## src/rtl/pattern_sequence_transmitter_if.sv

```systemverilog
// Bundle of the control/data inputs and the registered status outputs of the
// pattern sequence transmitter. The master side drives requests; the slave
// side is the transmitter itself.
interface pattern_sequence_transmitter_if #(
  parameter int WIDTH = 8
);
  logic             start;
  logic [WIDTH-1:0] pattern;
  logic [4:0]       length;
  // "repeat" is a reserved word, so the pass count travels as repeat_count
  logic [3:0]       repeat_count;
  logic             stop;
  logic             dataout;
  logic             valid;
  logic             busy;
  logic             done;
  logic [2:0]       state;

  modport master (
    output start, pattern, length, repeat_count, stop,
    input  dataout, valid, busy, done, state
  );

  modport slave (
    input  start, pattern, length, repeat_count, stop,
    output dataout, valid, busy, done, state
  );
endinterface

```

## src/rtl/pattern_sequence_transmitter.sv

```systemverilog
// Serializes a latched bit pattern MSB-first (from bit len-1 down to 0) for a
// programmable number of passes, with GAP idle zero bits between passes.
// repeat_count == 0 means run until stop. Every output is a flop.
module pattern_sequence_transmitter #(
  parameter int WIDTH = 8,
  parameter int GAP   = 2
) (
  input logic                          clk,
  input logic                          rst,
  pattern_sequence_transmitter_if.slave bus
);

  localparam logic [2:0] S_IDLE  = 3'd0;
  localparam logic [2:0] S_SHIFT = 3'd1;
  localparam logic [2:0] S_GAP   = 3'd2;
  localparam logic [2:0] S_DONE  = 3'd3;

  localparam logic [4:0] WIDTH_L  = 5'(WIDTH);
  // Only meaningful when GAP > 0; the GAP state is unreachable otherwise
  localparam logic [3:0] GAP_LAST = 4'(GAP - 1);

  logic [2:0]       state_q, state_d;
  logic [4:0]       idx_q, idx_d;
  logic [3:0]       gap_q, gap_d;
  logic [3:0]       pass_q, pass_d;
  logic [WIDTH-1:0] pat_q, pat_d;
  logic [4:0]       len_q, len_d;
  logic [3:0]       rep_q, rep_d;

  logic             dataout_q, valid_q, busy_q, done_q;
  logic             dataout_d, valid_d, busy_d, done_d;

  logic [4:0]       len_eff;
  logic [3:0]       pass_inc;
  logic [WIDTH-1:0] shifted;

  // Zero or oversized length requests fall back to the full register width
  assign len_eff = ((bus.length == 5'd0) || (bus.length > WIDTH_L)) ? WIDTH_L : bus.length;

  // State register: FSM state, counters, latched request and registered outputs
  always_ff @(posedge clk) begin
    if (rst) begin
      state_q   <= S_IDLE;
      idx_q     <= '0;
      gap_q     <= '0;
      pass_q    <= '0;
      pat_q     <= '0;
      len_q     <= '0;
      rep_q     <= '0;
      dataout_q <= 1'b0;
      valid_q   <= 1'b0;
      busy_q    <= 1'b0;
      done_q    <= 1'b0;
    end else begin
      state_q   <= state_d;
      idx_q     <= idx_d;
      gap_q     <= gap_d;
      pass_q    <= pass_d;
      pat_q     <= pat_d;
      len_q     <= len_d;
      rep_q     <= rep_d;
      dataout_q <= dataout_d;
      valid_q   <= valid_d;
      busy_q    <= busy_d;
      done_q    <= done_d;
    end
  end

  // Next-state logic: stop outranks pass/gap progress; start only heard in IDLE
  always_comb begin
    state_d  = state_q;
    idx_d    = idx_q;
    gap_d    = gap_q;
    pass_d   = pass_q;
    pat_d    = pat_q;
    len_d    = len_q;
    rep_d    = rep_q;
    pass_inc = pass_q + 4'd1;
    case (state_q)
      S_IDLE: begin
        if (bus.start) begin
          state_d = S_SHIFT;
          pat_d   = bus.pattern;
          len_d   = len_eff;
          rep_d   = bus.repeat_count;
          idx_d   = len_eff - 5'd1;
          pass_d  = 4'd0;
          gap_d   = 4'd0;
        end
      end
      S_SHIFT: begin
        if (bus.stop) begin
          state_d = S_DONE;
        end else if (idx_q == 5'd0) begin
          // Counter wraps freely in continuous mode since rep_q == 0 never matches
          pass_d = pass_inc;
          if ((rep_q != 4'd0) && (pass_inc == rep_q)) begin
            state_d = S_DONE;
          end else if (GAP > 0) begin
            state_d = S_GAP;
            gap_d   = 4'd0;
          end else begin
            idx_d = len_q - 5'd1;
          end
        end else begin
          idx_d = idx_q - 5'd1;
        end
      end
      S_GAP: begin
        if (bus.stop) begin
          state_d = S_DONE;
        end else if (gap_q == GAP_LAST) begin
          state_d = S_SHIFT;
          idx_d   = len_q - 5'd1;
        end else begin
          gap_d = gap_q + 4'd1;
        end
      end
      S_DONE: begin
        state_d = S_IDLE;
      end
      default: begin
        state_d = S_IDLE;
      end
    endcase
  end

  // Output decode from the upcoming state so outputs can be registered without lag
  always_comb begin
    dataout_d = 1'b0;
    valid_d   = 1'b0;
    busy_d    = 1'b0;
    done_d    = 1'b0;
    shifted   = pat_d >> idx_d;
    case (state_d)
      S_SHIFT: begin
        dataout_d = shifted[0];
        valid_d   = 1'b1;
        busy_d    = 1'b1;
      end
      S_GAP: begin
        busy_d = 1'b1;
      end
      S_DONE: begin
        done_d = 1'b1;
      end
      default: begin
      end
    endcase
  end

  assign bus.dataout = dataout_q;
  assign bus.valid   = valid_q;
  assign bus.busy    = busy_q;
  assign bus.done    = done_q;
  assign bus.state   = state_q;

endmodule
```

## src/flat_wrapper.sv

```systemverilog
// flat-port wrapper written by rule: the top's interface ports become plain ports
module pattern_sequence_transmitter_flat 
#(
  parameter int WIDTH = 8,
  parameter int GAP   = 2
)
  (clk, rst, bus_start, bus_pattern, bus_length, bus_repeat_count, bus_stop, bus_dataout, bus_valid, bus_busy, bus_done, bus_state);
  pattern_sequence_transmitter_if #(.WIDTH(WIDTH)) bus_i ();
  input logic clk;
  input logic rst;
  input wire logic [$bits(bus_i.start)-1:0] bus_start;
  input wire logic [$bits(bus_i.pattern)-1:0] bus_pattern;
  input wire logic [$bits(bus_i.length)-1:0] bus_length;
  input wire logic [$bits(bus_i.repeat_count)-1:0] bus_repeat_count;
  input wire logic [$bits(bus_i.stop)-1:0] bus_stop;
  output wire logic [$bits(bus_i.dataout)-1:0] bus_dataout;
  output wire logic [$bits(bus_i.valid)-1:0] bus_valid;
  output wire logic [$bits(bus_i.busy)-1:0] bus_busy;
  output wire logic [$bits(bus_i.done)-1:0] bus_done;
  output wire logic [$bits(bus_i.state)-1:0] bus_state;
  assign bus_i.start = bus_start;
  assign bus_i.pattern = bus_pattern;
  assign bus_i.length = bus_length;
  assign bus_i.repeat_count = bus_repeat_count;
  assign bus_i.stop = bus_stop;
  assign bus_dataout = bus_i.dataout;
  assign bus_valid = bus_i.valid;
  assign bus_busy = bus_i.busy;
  assign bus_done = bus_i.done;
  assign bus_state = bus_i.state;
  pattern_sequence_transmitter #(.WIDTH(WIDTH), .GAP(GAP)) u_core (.clk(clk), .rst(rst), .bus(bus_i));
endmodule
```

## config.mk

```make
export PLATFORM = sky130hd
export DESIGN_NAME = pattern_sequence_transmitter_flat
export DESIGN_NICKNAME = d
export VERILOG_FILES = /design/src/rtl/pattern_sequence_transmitter_if.sv /design/src/rtl/pattern_sequence_transmitter.sv /design/src/flat_wrapper.sv
export SDC_FILE = /design/constraint.sdc
export NUM_CORES = 1
export LEC_CHECK = 0
export BUFFER_PORTS_ARGS = -buffer_cell sky130_fd_sc_hd__buf_2
export CELL_PAD_IN_SITES_DETAIL_PLACEMENT = 1
export CELL_PAD_IN_SITES_GLOBAL_PLACEMENT = 2
export CORE_MARGIN = 2
export CORE_UTILIZATION = 34
export DETAILED_ROUTE_END_ITERATION = 7
export GPL_TIMING_DRIVEN = 0
export HOLD_SLACK_MARGIN = 0.06
export PLACE_DENSITY = 0.87
export REMOVE_ABC_BUFFERS = 1
export SLEW_MARGIN = 25
export SYNTH_ARGS = -nofsm -noshare
export SYNTH_HDL_FRONTEND = slang
export SYNTH_SLANG_ARGS = --single-unit
```

## constraint.sdc

```tcl
create_clock -name clk -period 3.1 [get_ports clk]
set_input_delay 0.31 -clock clk [delete_from_list [all_inputs] [get_ports clk]]
set_output_delay 0.31 -clock clk [all_outputs]
set_load 0.005 [all_outputs]
```

Yosys cells after proc, flatten, opt, wreduce, memory -nomap -nowiden
Cells that the tools add are included.

storage, ports and cells
  flip-flop bits (word level) = 37
  bits in latches = 0
  bits in writable memories = 0
  memory bits (read-only) = 0
  input bits = 21
  logic and storage cells = 74
  memories = 0

cells by class
  add/sub/neg operators = 5
  multipliers = 0
  div/mod/pow operators = 0
  $lt $le $gt $ge = 1
  eq/ne operators = 13
  shifts and indexed selects = 1
  mux-type cells = 29
  bitwise gates (word level) = 1
  reduce and logical (&&, ||, !) cells = 13

operators with widths
  cell                 count
  $mux 4               8
  $mux 5               6
  $mux 8               2
  $mux 3               5
  $pmux 5 s3           1
  $sub 5x1->5 const B  3
  $pmux 4 s3           1
  $logic_not 5->1      2
  $ne 2x2->1 const B   5
  $eq 3x2->1 const B   3
  $pmux 3 s3           1
  $add 4x1->4 const B  2
  $pmux 4 s2           1
  $shr 8x5->1          1
  $reduce_and 7->1     1
  $eq 3x1->1 const B   2
  $gt 5x4->1 const B   1
  $eq 4x1->1 const B   1
  $eq 4x4->1           1
  $mux 1               4
  $reduce_and 4->1     1
  $reduce_bool 4->1    1
  $reduce_or 2->1      2
  $logic_not 3->1      1
  other kinds (7)      7

Logic depth before layout (Yosys ltp)
Gate-level depths: netlist of the first run.

  word-level depth = 10
  depth in mapped cells = 10
  mapped depth without buffers = 10

Worst setup path after synthesis of the first run
No wires, ideal clock.

  kind = reg2reg
  start = reg u_core.gap_q[0]
  end = reg u_core.dataout_q, in the netlist u_core.bus.dataout
  arrival time = 2,133 ps
  path slack = 888 ps
  stages on the path, launching flop included = 9
  cell sequence = dfxtp_1 > ha_1 > or4b_4 > o32a_4 > o21ai_4 > nand2_2 > o211a_1 > o211a_1 > a211oi_2

on the way
  word-level cells in the longest chain between the ends = 7
  elaborated cells between the ends (all ways) = 11
  those cells by class = eq/ne (2); shift (1); mux (6); bitwise (1); reduce/logical (1)

ends and longest elaborated chain
  what                                                                 RTL line                             source
  start: declaration                                                   pattern_sequence_transmitter.sv:24   logic [3:0] gap_q, gap_d;
  start signal: assignment                                             pattern_sequence_transmitter.sv:57   gap_q <= gap_d;
  $eq 4x1->1 (*)                                                       pattern_sequence_transmitter.sv:112  end else if (gap_q == GAP_LAST) begin
  parallel branches: the longest is 6 deep, another holds $shr 8x5->1  -
  end signal: assignment                                               pattern_sequence_transmitter.sv:62   dataout_q <= dataout_d;
  end: declaration                                                     pattern_sequence_transmitter.sv:30   logic dataout_q, valid_q, busy_q, done_q;

Every way passes the cells marked *.
A chain may end at the register's enable or synchronous reset.

Worst setup path in the final report of the first run
  start = reg u_core.state_q[2], in the netlist u_core.bus.state[2]
  end = reg u_core.dataout_q, in the netlist u_core.bus.dataout

on the way
  word-level cells in the longest chain between the ends = 6
  elaborated cells between the ends (all ways) = 15
  those cells by class = eq/ne (3); shift (1); mux (8); bitwise (1); reduce/logical (2)

ends and longest elaborated chain
  what                                                                 RTL line                            source
  start: declaration                                                   pattern_sequence_transmitter.sv:22  logic [2:0] state_q, state_d;
  start signal: assignment                                             pattern_sequence_transmitter.sv:55  state_q <= state_d;
  parallel branches: the longest is 6 deep, another holds $shr 8x5->1  -

Parallel ways; which one is timed is not known.

==> impl_metrics.env, run 1 <==
export IMPL_cts_resized=0
export IMPL_chipHeight_um=82.3
export IMPL_root_buffer="clkbuf_8"
export IMPL_antenna_found_initial=0
export IMPL_p_int_mw=0.831
export IMPL_clock_path_buffers=2
export IMPL_overflow=0
export IMPL_drtPass1Iterations=4
export IMPL_area_delta_synth_final_pct=14.1
export IMPL_via_per_inst=5.34
export IMPL_fin_crit_ns=2.68
export IMPL_ys_flop_type="dfxtp_1"
export IMPL_relSlewSlack=0.475
export IMPL_finalSetupViolations=0
export IMPL_synthCells=254
export IMPL_p_sw_mw=0.295
export IMPL_io_buffer_count=27
export IMPL_cp_required_ns=3.31
export IMPL_rsz0062_at_grt="no"
export IMPL_path_class="reg2reg"
export IMPL_seq_area_frac_synth=0.356
export IMPL_postCtsHoldBufs=0
export IMPL_power_share_clock=0.389
export IMPL_power_density_nw_per_um2=474
export IMPL_synthAdderAreaFrac=0.0361
export IMPL_synth_area_mux_share=0.0349
export IMPL_row_count=28
export IMPL_vias=1880
export IMPL_grt_max_degree=36
export IMPL_antennaDiodeCount=0
export IMPL_initial_core_util=0.352
export IMPL_cts_buffers=5
export IMPL_fp_coreArea_um2=5920
export IMPL_yosys_register_bits=37
export IMPL_setup_worst_path_end_class="flop"
export IMPL_drc_errors=0
export IMPL_grt_pass1_vias=1764
export IMPL_vdd_drop_max_mv=0.238
export IMPL_synth_compound_area_frac=0.219
export IMPL_layout_worst_path_cycle_share=0.866
export IMPL_tightestPinTransition_ns=0.787
export IMPL_drtIter0Drc=59
export IMPL_syn_area_um2=2080
export IMPL_drv_slew=0
export IMPL_syn_area_per_cell_um2=8.20
export IMPL_maxCapViolations=0
export IMPL_drtAntennaViolNets=0
export IMPL_hold_class="in2reg"
export IMPL_die_w_um=82.3
export IMPL_grt_usage=0.165
export IMPL_clk_insertion_delay_late_ns=0.29
export IMPL_leakage_nw=0.961
export IMPL_grt_pass1_wl_mm=8.51
export IMPL_synth_async_reset_ratio=0
export IMPL_outcome="finished clean"
export IMPL_io_pins=28
export IMPL_finalSetupTns_ns=0
export IMPL_max_freq_mhz=373
export IMPL_crit_buf_inv=0
export IMPL_synth_edf_count=0
export IMPL_pre_cts_ws_ns=0.402
export IMPL_wl_per_cell_um=14.6
export IMPL_crit_path_start_kind="flop"
export IMPL_drive_above_1_share=0.170
export IMPL_ys_types=53
export IMPL_switching_share=0.262
export IMPL_globalplace_congestion=0.792
export IMPL_h_tree_depth=2
export IMPL_crit_chain="or4b_1 > o32ai_2 > a21oi_2 > nand2_2 > o211a_1 > o211a_1 > a211oi_2"
export IMPL_cts_sinks=37
export IMPL_cp_top_family="compound AO/OA/AOI/OAI gates"
export IMPL_clk_pin_slew_ns=0.08
export IMPL_cp_slowest_cell="or4b_1"
export IMPL_drt_wl_total_mm=5.12
export IMPL_arrival_ns=2.89
export IMPL_nets=303
export IMPL_cp_max_fo=20
export IMPL_synth_top_family_by_area="simple AND/OR/NAND/NOR gates"
export IMPL_skew_ns=0.00993
export IMPL_dieArea_um2=6770
export IMPL_finalWorstSetupSlack_ns=0.415
export IMPL_hold_viol_final=0
export IMPL_synth_xor_area_frac=0.0487
export IMPL_post_cts_setup_buffers=0
export IMPL_finalPower_mw=1.13
export IMPL_synth_simple_area_share=0.251
export IMPL_max_stage_delay_ns=0.71
export IMPL_cts_tree="done"
export IMPL_cpMostUsedCell="o211a_1"
export IMPL_hpwl_mm=3.80
export IMPL_seqPwrFrac=0.456
export IMPL_yosysWarningCount=0
export IMPL_combPwrFrac=0.155
flip-flops by register name, indices dropped and copies added (netlist names), 3 cells and up:
signal	cells
u_core.bus.state	3
u_core.gap_q	4
u_core.idx_q	5
u_core.len_q	5
u_core.pass_q	4
u_core.pat_q	8
u_core.rep_q	4
cell usage after synthesis (all sizes together) (2+ instances only):
cell type	instances	area share
a211o	2	0.0084
a21oi	34	0.084
a22oi	2	0.0072
and2	2	0.0060
and3	4	0.012
buf	7	0.022
clkbuf	7	0.013
dfxtp	37	0.36
ha	6	0.036
inv	10	0.018
mux2i	2	0.0096
mux4	2	0.025
nand2	37	0.068
nand3	5	0.012
nand3b	3	0.011
nand4	3	0.0090
nor2	28	0.050
nor3	7	0.017
nor3b	5	0.018
nor4b	2	0.011
o211a	4	0.019
o21a	2	0.0072
o21ai	12	0.034
o32a	2	0.016
or3	2	0.0060
or3b	2	0.0096
or4b	2	0.011
xnor2	7	0.029
xor2	2	0.0084
through the flow:
step | utilization | cell area [um2] | hold WS [ns] | instances
finish | 0.401 | 2370 | 0.248 | 352
detailed placement | 0.381 | 2260 | 0.450 | 344
CTS | 0.401 | 2370 | 0.243 | 352
global placement | 0.378 | 2240 | 0.439 | 342
floorplan | - | 2010 | 0.379 | 240
global route | 0.401 | 2370 | 0.257 | 352
cells in the final DEF, fill, tap and decap left out, types with 3 or more instances in the layout:
cell type	count
nand3b_1	3
buf_2	27
nor2_1	28
xnor2_1	7
nand3_1	5
o211a_1	4
clkbuf_8	6
nand4_1	3
nor3_1	6
o21ai_0	11
nor3b_1	5
and3_1	4
a21oi_1	33
inv_1	10
dfxtp_1	37
nand2_1	36
ha_1	6
kinds of logic (layout without fill, tap and decap cells):
group           Yosys count  count (layout)
compound gates           67              67
xor+xnor                 10              10
fa+ha+maj                 6               6
buf+inv                  24              47
flops                    37              37
mux                       4               4
other cells               1               1
simple gates            105             105
power groups by stage:
stage               sequential [mW]  combinational (mW)  clock (mW)
floorplan                     0.520               0.114           0
global placement              0.523               0.169           0
detailed placement            0.524               0.176           0
CTS                           0.513               0.177       0.451
global route                  0.516               0.197       0.466
finish                        0.513               0.175       0.439
per-layer routing:
metal  wire length, um  GRT usage
met5                 0          0
met1              2470      0.208
met4                62     0.0467
met3               116     0.0348
met2              2470      0.283
cell type report:
cell class / instances / area [um2]
Clock buffer: 7 / 86.3
Clock inverter: 1 / 30.0
Fill cell: 736 / 3550
Inverter: 10 / 37.5
Multi-Input combinational cell: 193 / 1240
Sequential cell: 37 / 741
Tap cell: 75 / 93.8
Timing Repair Buffer: 29 / 150
final timing paths:
check / start / end / slack (ns) / cells past startpoint
worst max-delay path: u_core.bus.state[2] / u_core.bus.dataout / 0.42 / 7
worst min-delay path: bus_repeat_count[3] / u_core.rep_q[3] / 0.25 / 3
worst min register to register: u_core.pat_q[2] / u_core.pat_q[2] / 0.45 / 2
worst max register to register: u_core.bus.state[2] / u_core.bus.dataout / 0.42 / 7
worst register-to-register path, cell delays in order (launching register included):
cell and delay, ns:
dfxtp_1 0.58, or4b_1 0.71, o32ai_2 0.19, a21oi_2 0.32, nand2_2 0.14, o211a_1 0.23, o211a_1 0.22, a211oi_2 0.21
Note: power is estimated with default switching activity, not from simulation.
==> run 2, diff against run 1 <==
Settings changed: BUFFER_PORTS_ARGS -buffer_cell sky130_fd_sc_hd__buf_2 to -buffer_cell sky130_fd_sc_hd__buf_4.
==> run 2 against run 1 <==
  * Largest cell class unchanged
  * Global-route usage grew 0.50 points
  * Hold slack gained 0.014 ns
  * Highest routed layer unchanged
  * Clock-buffer cell count shrank 2
  * Critical path type unchanged
  * Total power grew 6.6%
  * Via count shrank 1.7%
==> impl_metrics.env, run 2 (synthesis results as in run 1) <==
export IMPL_outcome="finished clean"
export IMPL_layout_commonest_cell="dfxtp_1"
export IMPL_via_per_inst=5.25
export IMPL_drc_errors=0
export IMPL_r2r_end="u_core.bus.dataout"
export IMPL_fp_coreArea_um2=5920
export IMPL_cp_required_ns=3.32
export IMPL_drtAntennaViolNets=0
export IMPL_clock_path_buffers=2
export IMPL_cpMostUsedCell="o211a_1"
export IMPL_finalSetupViolations=0
export IMPL_max_freq_mhz=379
export IMPL_area_delta_synth_final_pct=18.1
export IMPL_vias=1848
export IMPL_postCtsHoldBufs=0
export IMPL_leakage_nw=0.989
export IMPL_cts_resized=0
export IMPL_hold_viol_final=0
export IMPL_hold_class="in2reg"
export IMPL_nets=303
export IMPL_drt_wl_total_mm=5.16
export IMPL_skew_ns=0.00574
export IMPL_grt_usage=0.170
export IMPL_cp_slowest_cell="or4b_1"
export IMPL_die_w_um=82.3
export IMPL_hpwl_mm=3.75
export IMPL_fin_crit_ns=2.64
export IMPL_clk_insertion_delay_late_ns=0.29
export IMPL_rsz0062_at_grt="no"
export IMPL_path_class="reg2reg"
export IMPL_antennaDiodeCount=0
export IMPL_grt_pass1_vias=1844
export IMPL_power_density_nw_per_um2=488
export IMPL_drive_above_1_share=0.173
export IMPL_antenna_found_initial=0
export IMPL_io_buffer_count=27
export IMPL_tightestPinTransition_ns=0.751
export IMPL_finalWorstSetupSlack_ns=0.460
export IMPL_grt_pass1_wl_mm=8.91
export IMPL_arrival_ns=2.86
export IMPL_drv_slew=0
export IMPL_grt_max_degree=36
export IMPL_cts_sinks=37
export IMPL_post_cts_setup_buffers=0
export IMPL_crit_chain="or4b_1 > o32ai_2 > a21oi_2 > nand2_2 > o211a_1 > o211a_1 > a211oi_2"
export IMPL_row_count=28
export IMPL_ff2ff_path_depth=7
export IMPL_whs_ns=0.262
export IMPL_relSlewSlack=0.499
export IMPL_setup_worst_path_end_class="flop"
export IMPL_chipHeight_um=82.3
export IMPL_cts_buffers=5
export IMPL_finalPower_mw=1.20
export IMPL_cp_startpoint="u_core.bus.state[1]"
export IMPL_largest_register="u_core.pat_q"
export IMPL_cts_tree="done"
export IMPL_final_cells=352
export IMPL_ff2ff_setup_slack_ns=0.46
export IMPL_largestRegisters="u_core.pat_q x8, u_core.idx_q x5, u_core.len_q x5"
export IMPL_most_common_layout_cells="dfxtp_1 (37), nand2_1 (36), a21oi_1 (33)"
export IMPL_drtPass1Iterations=4
export IMPL_dp_cells=344
export IMPL_vdd_drop_max_mv=0.214
export IMPL_timing_rr_start="u_core.bus.state[1]"
export IMPL_io_pins=28
export IMPL_largest_reg_flops=8
export IMPL_initial_core_util=0.352
export IMPL_pre_cts_ws_ns=0.419
export IMPL_layout_worst_path_cycle_share=0.852
export IMPL_crit_path_start_kind="flop"
export IMPL_wl_per_cell_um=14.7
export IMPL_max_stage_delay_ns=0.68
export IMPL_drtIter0Drc=93
export IMPL_overflow=0
export IMPL_globalplace_congestion=0.804
export IMPL_cp_max_fo=20
export IMPL_dieArea_um2=6770
export IMPL_h_tree_depth=2
export IMPL_clk_pin_slew_ns=0.08
export IMPL_endpoint="u_core.bus.dataout"
export IMPL_maxCapViolations=0
export IMPL_root_buffer="clkbuf_8"
run 2: changes by cell type in the layout (fill, tap and decap cells not counted):
cell	previous run	this run
buf_2	27	0
buf_4	2	29
bufinv_16	1	2
clkbuf_1	1	0
clkbuf_8	6	5
clkinv_2	0	1
run 2: stage by stage:
stage / util / TNS [ns] / instance area (um2)
after floorplan: - / 0 / 2010
after global placement: 0.389 / -0.898 / 2310
after detailed placement: 0.393 / 0 / 2330
after CTS: 0.415 / 0 / 2460
after global routing: 0.415 / 0 / 2460
final: 0.415 / 0 / 2460
run 2: worst max-delay path, delay by kind of cell, from the launching register on:
family | cells | cell delay, ns
flip-flops | 1 | 0.58
AND/OR/NAND/NOR | 2 | 0.81
AO/OA/AOI/OAI | 5 | 1.17
run 2: area by class of cell:
cell class                 count  area [um2]
fill                         721        3460
multi-input combinational    193        1240
sequential                    37         741
timing repair buffer          29         218
tap                           75        93.8
clock buffer                   5        68.8
clock inverter                 3        65.1
inverter                      10        37.5
run 2: worst min-delay path by stage:
stage | depth (start not counted) | slack, ns | end | start
global route | 3 | 0.27 | u_core.pat_q[4] | bus_pattern[4]
CTS | 3 | 0.25 | u_core.rep_q[2] | bus_repeat_count[2]
finish | 3 | 0.26 | u_core.rep_q[2] | bus_repeat_count[2]
floorplan | 1 | 0.38 | u_core.gap_q[1] | rst
detailed placement | 2 | 0.45 | u_core.pat_q[0] | u_core.pat_q[0]
global placement | 2 | 0.44 | u_core.pat_q[0] | u_core.pat_q[0]
run 2: power by group:
group	switching (mW)	total, mW	internal [mW]
Combinational	0.0992	0.184	0.0845
Clock	0.184	0.503	0.320
Sequential	0.0197	0.514	0.494
run 2: routing by layer:
metal,up-vias,global-route usage,wire [um]
li1,941,-,-
met1,885,0.220,2500
met2,18,0.294,2500
met3,4,0.0326,128
met4,0,0.0350,36
met5,-,0,0
